==> src/rtl/fifo_pkg.sv <==
// fifo_pkg: shared width helpers and default parameter values for the synchronous FIFO
package fifo_pkg;
    localparam int DEF_DEPTH = 32;
    localparam int DEF_WIDTH = 8;
    localparam int DEF_AE_LEVEL = 1;
    function automatic int count_width(input int depth);
        return $clog2(depth + 1);
    endfunction
    function automatic int addr_width(input int depth);
        return (depth > 1) ? $clog2(depth) : 1;
    endfunction
endpackage

==> src/rtl/sync_fifo_module_if.sv <==
// sync_fifo_module_if: write and read valid/ready channels of the FIFO
interface sync_fifo_module_if #(parameter int WIDTH = 8);
    logic             wr_valid;
    logic             wr_ready;
    logic [WIDTH-1:0] wr_data;
    logic             rd_valid;
    logic             rd_ready;
    logic [WIDTH-1:0] rd_data;
    modport master (output wr_valid, wr_data, rd_ready, input wr_ready, rd_valid, rd_data);
    modport slave (input wr_valid, wr_data, rd_ready, output wr_ready, rd_valid, rd_data);
endinterface

==> src/rtl/fifo_ram.sv <==
// fifo_ram: DEPTH x WIDTH storage, synchronous write, asynchronous read, never cleared
module fifo_ram import fifo_pkg::*; #(
    parameter int DEPTH = DEF_DEPTH,
    parameter int WIDTH = DEF_WIDTH,
    localparam int AW = addr_width(DEPTH)
) (
    input  logic             clk,
    input  logic             we,
    input  logic [AW-1:0]    waddr,
    input  logic [WIDTH-1:0] wdata,
    input  logic [AW-1:0]    raddr,
    output logic [WIDTH-1:0] rdata
);
    logic [WIDTH-1:0] mem [DEPTH];
    always_ff @(posedge clk)
        if (we) mem[waddr] <= wdata;
    assign rdata = mem[raddr];
endmodule

==> src/rtl/sync_fifo_module.sv <==
// sync_fifo_module: first-word-fall-through FIFO with occupancy flags, sticky errors and sleep gating
module sync_fifo_module import fifo_pkg::*; #(
    parameter int DEPTH = DEF_DEPTH,
    parameter int WIDTH = DEF_WIDTH,
    parameter int SLEEP_MODE = 0,
    parameter int LIMIT_COUNTER = DEPTH,
    parameter int AF_LEVEL = DEPTH - 2,
    parameter int AE_LEVEL = DEF_AE_LEVEL,
    localparam int CW = count_width(DEPTH),
    localparam int AW = addr_width(DEPTH)
) (
    input  logic          clk,
    input  logic          rst,
    input  logic          enable,
    input  logic          flush,
    sync_fifo_module_if.slave bus,
    output logic [CW-1:0] count,
    output logic          full,
    output logic          almost_full,
    output logic          empty,
    output logic          almost_empty,
    output logic          reach_limit,
    output logic          overflow,
    output logic          underflow
);
    localparam logic [CW-1:0] FULL_C = CW'(DEPTH);
    localparam logic [CW-1:0] AF_C = CW'(AF_LEVEL);
    localparam logic [CW-1:0] AE_C = CW'(AE_LEVEL);
    localparam logic [CW-1:0] LIM_C = CW'(LIMIT_COUNTER);
    localparam logic [AW-1:0] LAST = AW'(DEPTH - 1);
    logic [AW-1:0] wr_ptr, rd_ptr;
    logic          en, wr_fire, rd_fire;
    assign en = (SLEEP_MODE != 0) ? enable : 1'b1;
    assign full = count == FULL_C;
    assign empty = count == '0;
    assign almost_full = count >= AF_C;
    assign almost_empty = count <= AE_C;
    assign reach_limit = count >= LIM_C;
    assign bus.wr_ready = ~full & en;
    assign bus.rd_valid = ~empty & en;
    assign wr_fire = bus.wr_valid & bus.wr_ready;
    assign rd_fire = bus.rd_valid & bus.rd_ready;
    always_ff @(posedge clk) begin
        if (rst || flush) begin
            wr_ptr    <= '0;
            rd_ptr    <= '0;
            count     <= '0;
            overflow  <= 1'b0;
            underflow <= 1'b0;
        end else begin
            if (wr_fire) wr_ptr <= (wr_ptr == LAST) ? '0 : wr_ptr + 1'b1;
            if (rd_fire) rd_ptr <= (rd_ptr == LAST) ? '0 : rd_ptr + 1'b1;
            count     <= count + CW'(wr_fire) - CW'(rd_fire);
            overflow  <= overflow | (en & bus.wr_valid & ~bus.wr_ready);
            underflow <= underflow | (en & bus.rd_ready & ~bus.rd_valid);
        end
    end
    fifo_ram #(.DEPTH(DEPTH), .WIDTH(WIDTH)) u_ram (
        .clk   (clk),
        .we    (wr_fire & ~rst & ~flush),
        .waddr (wr_ptr),
        .wdata (bus.wr_data),
        .raddr (rd_ptr),
        .rdata (bus.rd_data)
    );
endmodule

==> src/flat_wrapper.sv <==
// flat-port wrapper written by rule: the top's interface ports become plain ports
module sync_fifo_module_flat import fifo_pkg::*;
#(
    parameter int DEPTH = DEF_DEPTH,
    parameter int WIDTH = DEF_WIDTH,
    parameter int SLEEP_MODE = 0,
    parameter int LIMIT_COUNTER = DEPTH,
    parameter int AF_LEVEL = DEPTH - 2,
    parameter int AE_LEVEL = DEF_AE_LEVEL,
    localparam int CW = count_width(DEPTH),
    localparam int AW = addr_width(DEPTH)
)
  (clk, rst, enable, flush, count, full, almost_full, empty, almost_empty, reach_limit, overflow, underflow, bus_wr_valid, bus_wr_data, bus_rd_ready, bus_wr_ready, bus_rd_valid, bus_rd_data);
  sync_fifo_module_if #(.WIDTH(WIDTH)) bus_i ();
  input  logic clk;
  input  logic rst;
  input  logic enable;
  input  logic flush;
  output logic [CW-1:0] count;
  output logic full;
  output logic almost_full;
  output logic empty;
  output logic almost_empty;
  output logic reach_limit;
  output logic overflow;
  output logic underflow;
  input wire logic [$bits(bus_i.wr_valid)-1:0] bus_wr_valid;
  input wire logic [$bits(bus_i.wr_data)-1:0] bus_wr_data;
  input wire logic [$bits(bus_i.rd_ready)-1:0] bus_rd_ready;
  output wire logic [$bits(bus_i.wr_ready)-1:0] bus_wr_ready;
  output wire logic [$bits(bus_i.rd_valid)-1:0] bus_rd_valid;
  output wire logic [$bits(bus_i.rd_data)-1:0] bus_rd_data;
  assign bus_i.wr_valid = bus_wr_valid;
  assign bus_i.wr_data = bus_wr_data;
  assign bus_i.rd_ready = bus_rd_ready;
  assign bus_wr_ready = bus_i.wr_ready;
  assign bus_rd_valid = bus_i.rd_valid;
  assign bus_rd_data = bus_i.rd_data;
  sync_fifo_module #(.DEPTH(DEPTH), .WIDTH(WIDTH), .SLEEP_MODE(SLEEP_MODE), .LIMIT_COUNTER(LIMIT_COUNTER), .AF_LEVEL(AF_LEVEL), .AE_LEVEL(AE_LEVEL)) u_core (.clk(clk), .rst(rst), .enable(enable), .flush(flush), .bus(bus_i), .count(count), .full(full), .almost_full(almost_full), .empty(empty), .almost_empty(almost_empty), .reach_limit(reach_limit), .overflow(overflow), .underflow(underflow));
endmodule
==> config.mk <==
export PLATFORM = sky130hd
export DESIGN_NAME = sync_fifo_module_flat
export DESIGN_NICKNAME = d
export VERILOG_FILES = /design/src/rtl/fifo_pkg.sv /design/src/rtl/sync_fifo_module_if.sv /design/src/rtl/fifo_ram.sv /design/src/rtl/sync_fifo_module.sv /design/src/flat_wrapper.sv
export SDC_FILE = /design/constraint.sdc
export NUM_CORES = 1
export LEC_CHECK = 0
export ABC_AREA = 1
export ABC_CLOCK_PERIOD_IN_PS = 3150
export BUFFER_PORTS_ARGS = -buffer_cell sky130_fd_sc_hd__buf_2
export CELL_PAD_IN_SITES_DETAIL_PLACEMENT = 0
export CELL_PAD_IN_SITES_GLOBAL_PLACEMENT = 2
export CORE_UTILIZATION = 25
export DETAILED_ROUTE_END_ITERATION = 7
export PLACE_DENSITY = 0.57
export SYNTH_ARGS = -nofsm -noshare
export SYNTH_HDL_FRONTEND = slang
export SYNTH_SLANG_ARGS = --single-unit
export TNS_END_PERCENT = 5
==> constraint.sdc <==
create_clock -name clk -period 3.15 [get_ports clk]
set_clock_uncertainty 0.1 [all_clocks]
set_input_delay 0.4725 -clock clk [delete_from_list [all_inputs] [get_ports clk]]
set_output_delay 0.4725 -clock clk [all_outputs]
set_load 0.02 [all_outputs]
=== Word-level counts from Yosys, hierarchy flattened ===
Memories as Yosys holds them, arrays and structs flattened. A register that Yosys moved wholly into a read port is not among the register bits.
Cells that the tools add are included.

* Flip-flop bits (word level): 18
* Memory bits (writable): 256
* Input bits: 14
* Output and inout port bits: 23
* Memories kept: 1

{| class="wikitable"
|+ Memory list
! memory !! depth !! width !! read ports !! clocked after memory_dff !! wr ports !! RTL line !! text
|-
| u_core.u_ram.mem || 32 || 8 || 1 || 1 || 1 || fifo_ram.sv:14 || <nowiki>logic [WIDTH-1:0] mem [DEPTH];</nowiki>
|}

* $add $sub $neg: 4
* Magnitude comparators: 3
* Eq/ne operators: 3
* Mux-type cells: 6
* Bitwise operators: 12
* Reduce and logical (&&, ||, !) cells: 2

{| class="wikitable"
|+ Operators with widths
! operator !! count
|-
| 5-bit two-way mux || 4
|-
| 5-bit by 1-bit adder with 5-bit output, second input constant || 2
|-
| 5-bit == test, second input constant || 2
|-
| 6-bit by 1-bit adder with 6-bit output || 1
|-
| 1-bit AND || 6
|-
| 6-bit == test, second input constant || 1
|-
| 6-bit by 5-bit >= comparator with 1-bit output, second input constant || 1
|-
| 6-bit >= comparator, second input constant || 1
|-
| 6-bit by 1-bit <= comparator with 1-bit output, second input constant || 1
|-
| 6-bit zero test || 1
|-
| 6-bit by 1-bit subtractor with 6-bit output || 1
|-
| 1-bit NOT || 4
|-
| 1-bit two-way mux || 2
|-
| 1-bit OR || 2
|-
| 1-bit logical OR || 1
|}

=== Longest topological paths before layout ===
* Word-level depth: 7
* Depth in mapped cells: 16

=== Cells and area by module ===
From an unflattened synthesis, not the netlist that was laid out.

* Cell total of the unflattened synthesis: 1081
* Area, all modules: 11813.8 um^2

{| class="wikitable"
|+ By module, submodules not included
! module !! instances !! cells each !! area each (um^2) !! seq. area each (um^2)
|-
| fifo_ram || 1 || 914 || 10626.4 || 7687.4
|-
| sync_fifo_module || 1 || 167 || 1187.4 || 360.3
|}

=== Least setup slack after synthesis ===
No wires, ideal clock.

* Path kind: register -> register
* From: register u_core.count[2]
* To: register u_core.count[4]
* Setup time: 0.120 ns
* Data arrival time: 2.513 ns
* Data required time: 2.930 ns
* Slack: 0.417 ns
* Stages on the path, launching flop included: 16
* Cells stage by stage: dfxtp_1 inv_1 ha_1 inv_1 nor2_1 nand3_2 nand2_2 inv_2 ha_1 inv_1 ha_1 fa_1 a21oi_1 o21bai_1 o21ai_0 a21oi_1

* Elaborated cells on any way between the ends: 8
* Classes of those cells: add/sub: 2; eq/ne: 1; bitwise: 4; reduce/logical: 1

{| class="wikitable"
|+ RTL lines
! item !! RTL line !! text
|-
| start: declaration || sync_fifo_module.sv:17 || <nowiki>output logic [CW-1:0] count,</nowiki>
|-
| start signal: assignment || sync_fifo_module.sv:53 || <nowiki>count <= count + CW'(wr_fire) - CW'(rd_fire);</nowiki>
|-
| 6-bit zero test || sync_fifo_module.sv:35 || <nowiki>assign empty = count == '0;</nowiki>
|-
| 1-bit NOT || sync_fifo_module.sv:40 || <nowiki>assign bus.rd_valid = ~empty & en;</nowiki>
|-
| named net bus_rd_valid || flat_wrapper.sv:31 || <nowiki>output wire logic [$bits(bus_i.rd_valid)-1:0] bus_rd_valid;</nowiki>
|-
| 1-bit AND || sync_fifo_module.sv:42 || <nowiki>assign rd_fire = bus.rd_valid & bus.rd_ready;</nowiki>
|-
| named net u_core.rd_fire || sync_fifo_module.sv:32 || <nowiki>logic en, wr_fire, rd_fire;</nowiki>
|-
| 6-bit by 1-bit subtractor with 6-bit output || sync_fifo_module.sv:53 ||
|}

The timed path passes the listed nets, and every way through them passes these cells.
A chain may end at the register's enable or synchronous reset.

==> flow_summary_export.csv <==
group,metric,value,unit
outcome,status,"finished, violations left",
outcome,violations,"DRC",
clock_tree,clk_path_buf_depth,3,
layout,area_delta_synth_final,17.1,%
floorplanning,start_util,0.254,
global_routing,grt.total_usage,0.136,
floorplanning,die_area,48300,µm²
clock_tree,post_cts_buffers,0,
global_routing,grt_pass1_vias,7537,
synth,yosysSeqAreaShare,0.688,
timing,fmax,343,MHz
layout,multi_input_area,3160,µm²
timing,tns,0,ns
synth,syn_nets,1105,
place,place_inst,1706,
floorplanning,rows,79,
layout,fillCellCount,4807,
worst_setup_path,crit_fanout,22,
timing,setup_viol,0,
global_routing,grt.overflow.total,0,
layout,ff_latch_area,8150,µm²
route,drtAntennaViolNets,0,
timing,finalHoldViolCount,0,
run,max_cap_viol_count,0,
place,place_congestion,0.742,
place,io_buffers,35,
floorplanning,dieHeight,220,µm
worst_setup_path,path_class,"flop to primary output",
clock_tree,cts_sinks,279,
route,via_per_inst,4.29,
clock_tree,clkLatencyLatePin,0.52,ns
floorplanning,core_area,46700,µm²
synth,syn_avg_cell_area,11.1,µm²
synth,netlist_area,11800,µm²
timing,timing.hold.ws,0.126,ns
clock_tree,htreeDepth,2,
clock_tree,hold_buffers,0,
synth,synth-seq-cells,279,
layout,final_common_cell,"nand2_1",
worst_setup_path,end_kind,"primary output",
floorplanning,die_w,220,µm
layout,finalNetCount,1171,
global_routing,antenna_found_initial,0,
layout,final_cell_mix,"nand2_1, edfxtp_1, nand3_1, nor2_1, buf_4",
timing,period_needed,2.91,ns
timing,min_period_over_period,0.925,
layout,antenna_cells,0,
clock_tree,clk_pin_slew,0.05,ns
synth,synthDistinctLibCells,24,
power_and_ir_drop,power_per_cell_area,721,nW/µm²
route,wl_per_cell,18.0,µm
route,dr.pass1.iters,7,
global_routing,grt_first_pass_wirelength,48100,µm
worst_setup_path,worstPathArrival,2.34,ns
clock_tree,cts_tree,"yes",
timing,rsz0062_at_grt,"false",
timing,worst_slew_pin_slew,0.725,ns
place,dp_hpwl,18600,µm
worst_setup_path,critPathLaunchType,"flop",
worst_setup_path,worstPathRequired,2.58,ns
clock_tree,cts.repair.resized,0,
timing,timing_max_transition_violations_final,0,
synth,syn-instance-count,1070,
route,postRouteWirelength,31900,µm
layout,drive_gt1_frac,0.121,
power_and_ir_drop,leakage,5.12,nW
synth,synth_warnings,0,
timing,relSlewSlack,0.516,
power_and_ir_drop,vdd_drop_max,0.490,mV
layout,finalNonFillerCells,1768,
route,vias,7584,
route,drt_iter0_markers,499,
floorplanning,io_pins,37,
clock_tree,cts_made_buffers,35,
route,drcViolationCount,6,
min_path,hold_path.class,"input port to flop",
global_routing,grt_max_degree,65,
clock_tree,cts-root-buf,"clkbuf_16",
## cells in the mapped netlist, drive strengths merged
| master | n | area, µm² |
|---|---|---|
| dfxtp | 23 | 460 |
| nor2 | 51 | 191 |
| a21oi | 12 | 60.1 |
| clkbuf | 7 | 26.3 |
| edfxtp | 256 | 7690 |
| buf | 47 | 382 |
| o21bai | 2 | 15.0 |
| nand2 | 388 | 1470 |
| a31oi | 1 | 6.26 |
| nand4 | 2 | 12.5 |
| nor3b | 4 | 30.0 |
| nor3 | 5 | 25.0 |
| fa | 1 | 20.0 |
| nand3 | 204 | 1030 |
| inv | 37 | 139 |
| o21ai | 9 | 45.0 |
| or2 | 1 | 6.26 |
| ha | 20 | 250 |
## logic make-up after synthesis
| family | count (synthesis) | share of synthesized area |
|---|---|---|
| compound gates | 24 | 0.0107 |
| simple gates | 655 | 0.233 |
| buf+inv | 91 | 0.0461 |
| fa+ha+maj | 21 | 0.0228 |
| flops | 279 | 0.688 |
## critical path, cell delays in order, from the launching register on
cell	delay [ns]
dfxtp_4	0.38
inv_4	0.19
buf_4	0.32
nand2_1	0.08
nand3_1	0.07
nand3_1	0.11
nand2_1	0.11
nand2_1	0.05
nand2_1	0.10
nand2_1	0.06
nand2_1	0.13
buf_2	0.19
## sequential cells by signal, summed over array words and instances, names as in the netlist, named ones only
register,flops
u_core.count,6
u_core.rd_ptr,5
u_core.underflow,1
u_core.wr_ptr,5
u_core.overflow,1
u_core.u_ram.mem,256
## final cells by class
type,count,area share
clock inverters,23,0.0113
inverters,37,0.0102
well taps,607,0.0548
clock buffers,39,0.0642
multi-input cells,700,0.228
repair buffers,83,0.0440
flip-flops and latches,279,0.588
## power by group
part | total, mW | switching (mW) | leakage (nW) | internal (mW)
clock | 3.67 | 1.55 | 0.497 | 2.12
sequential | 4.17 | 0.0625 | 2.49 | 4.11
combinational | 2.16 | 1.51 | 2.13 | 0.647
## worst paths after layout
| path | start | end | slack [ns] | cells past startpoint |
|---|---|---|---|---|
| worst max register to register | u_core.count[3]$_SDFF_PP0_ | u_core.count[4]$_SDFF_PP0_ | 0.32 | 15 |
| worst min-delay path | bus_wr_valid | u_core.overflow$_SDFF_PP0_ | 0.13 | 3 |
| worst max-delay path | flop | bus_rd_data[0] | 0.24 | 11 |
| worst min register to register | u_core.underflow$_SDFF_PP0_ | u_core.underflow$_SDFF_PP0_ | 0.35 | 2 |
## per-stage QoR
stage               power, mW  worst slack (ns)  instance area (µm²)  utilization
global route             10.6            0.0153                13900        0.297
floorplan                5.75             0.417                11800            -
detailed placement       6.45             0.275                12800        0.275
CTS                      10.2             0.163                13900        0.297
global placement         6.47             0.288                12800        0.275
finish                   10.0             0.238                13900        0.297
## layer usage
metal	up-vias	global-route usage	wire length, µm
met1	3598	0.183	14900
met5	-	0	0
li1	3808	-	-
met3	45	0.0275	1310
met2	133	0.223	14900
met4	0	0.0386	690
No activity file was read; power rests on OpenSTA's default activity.
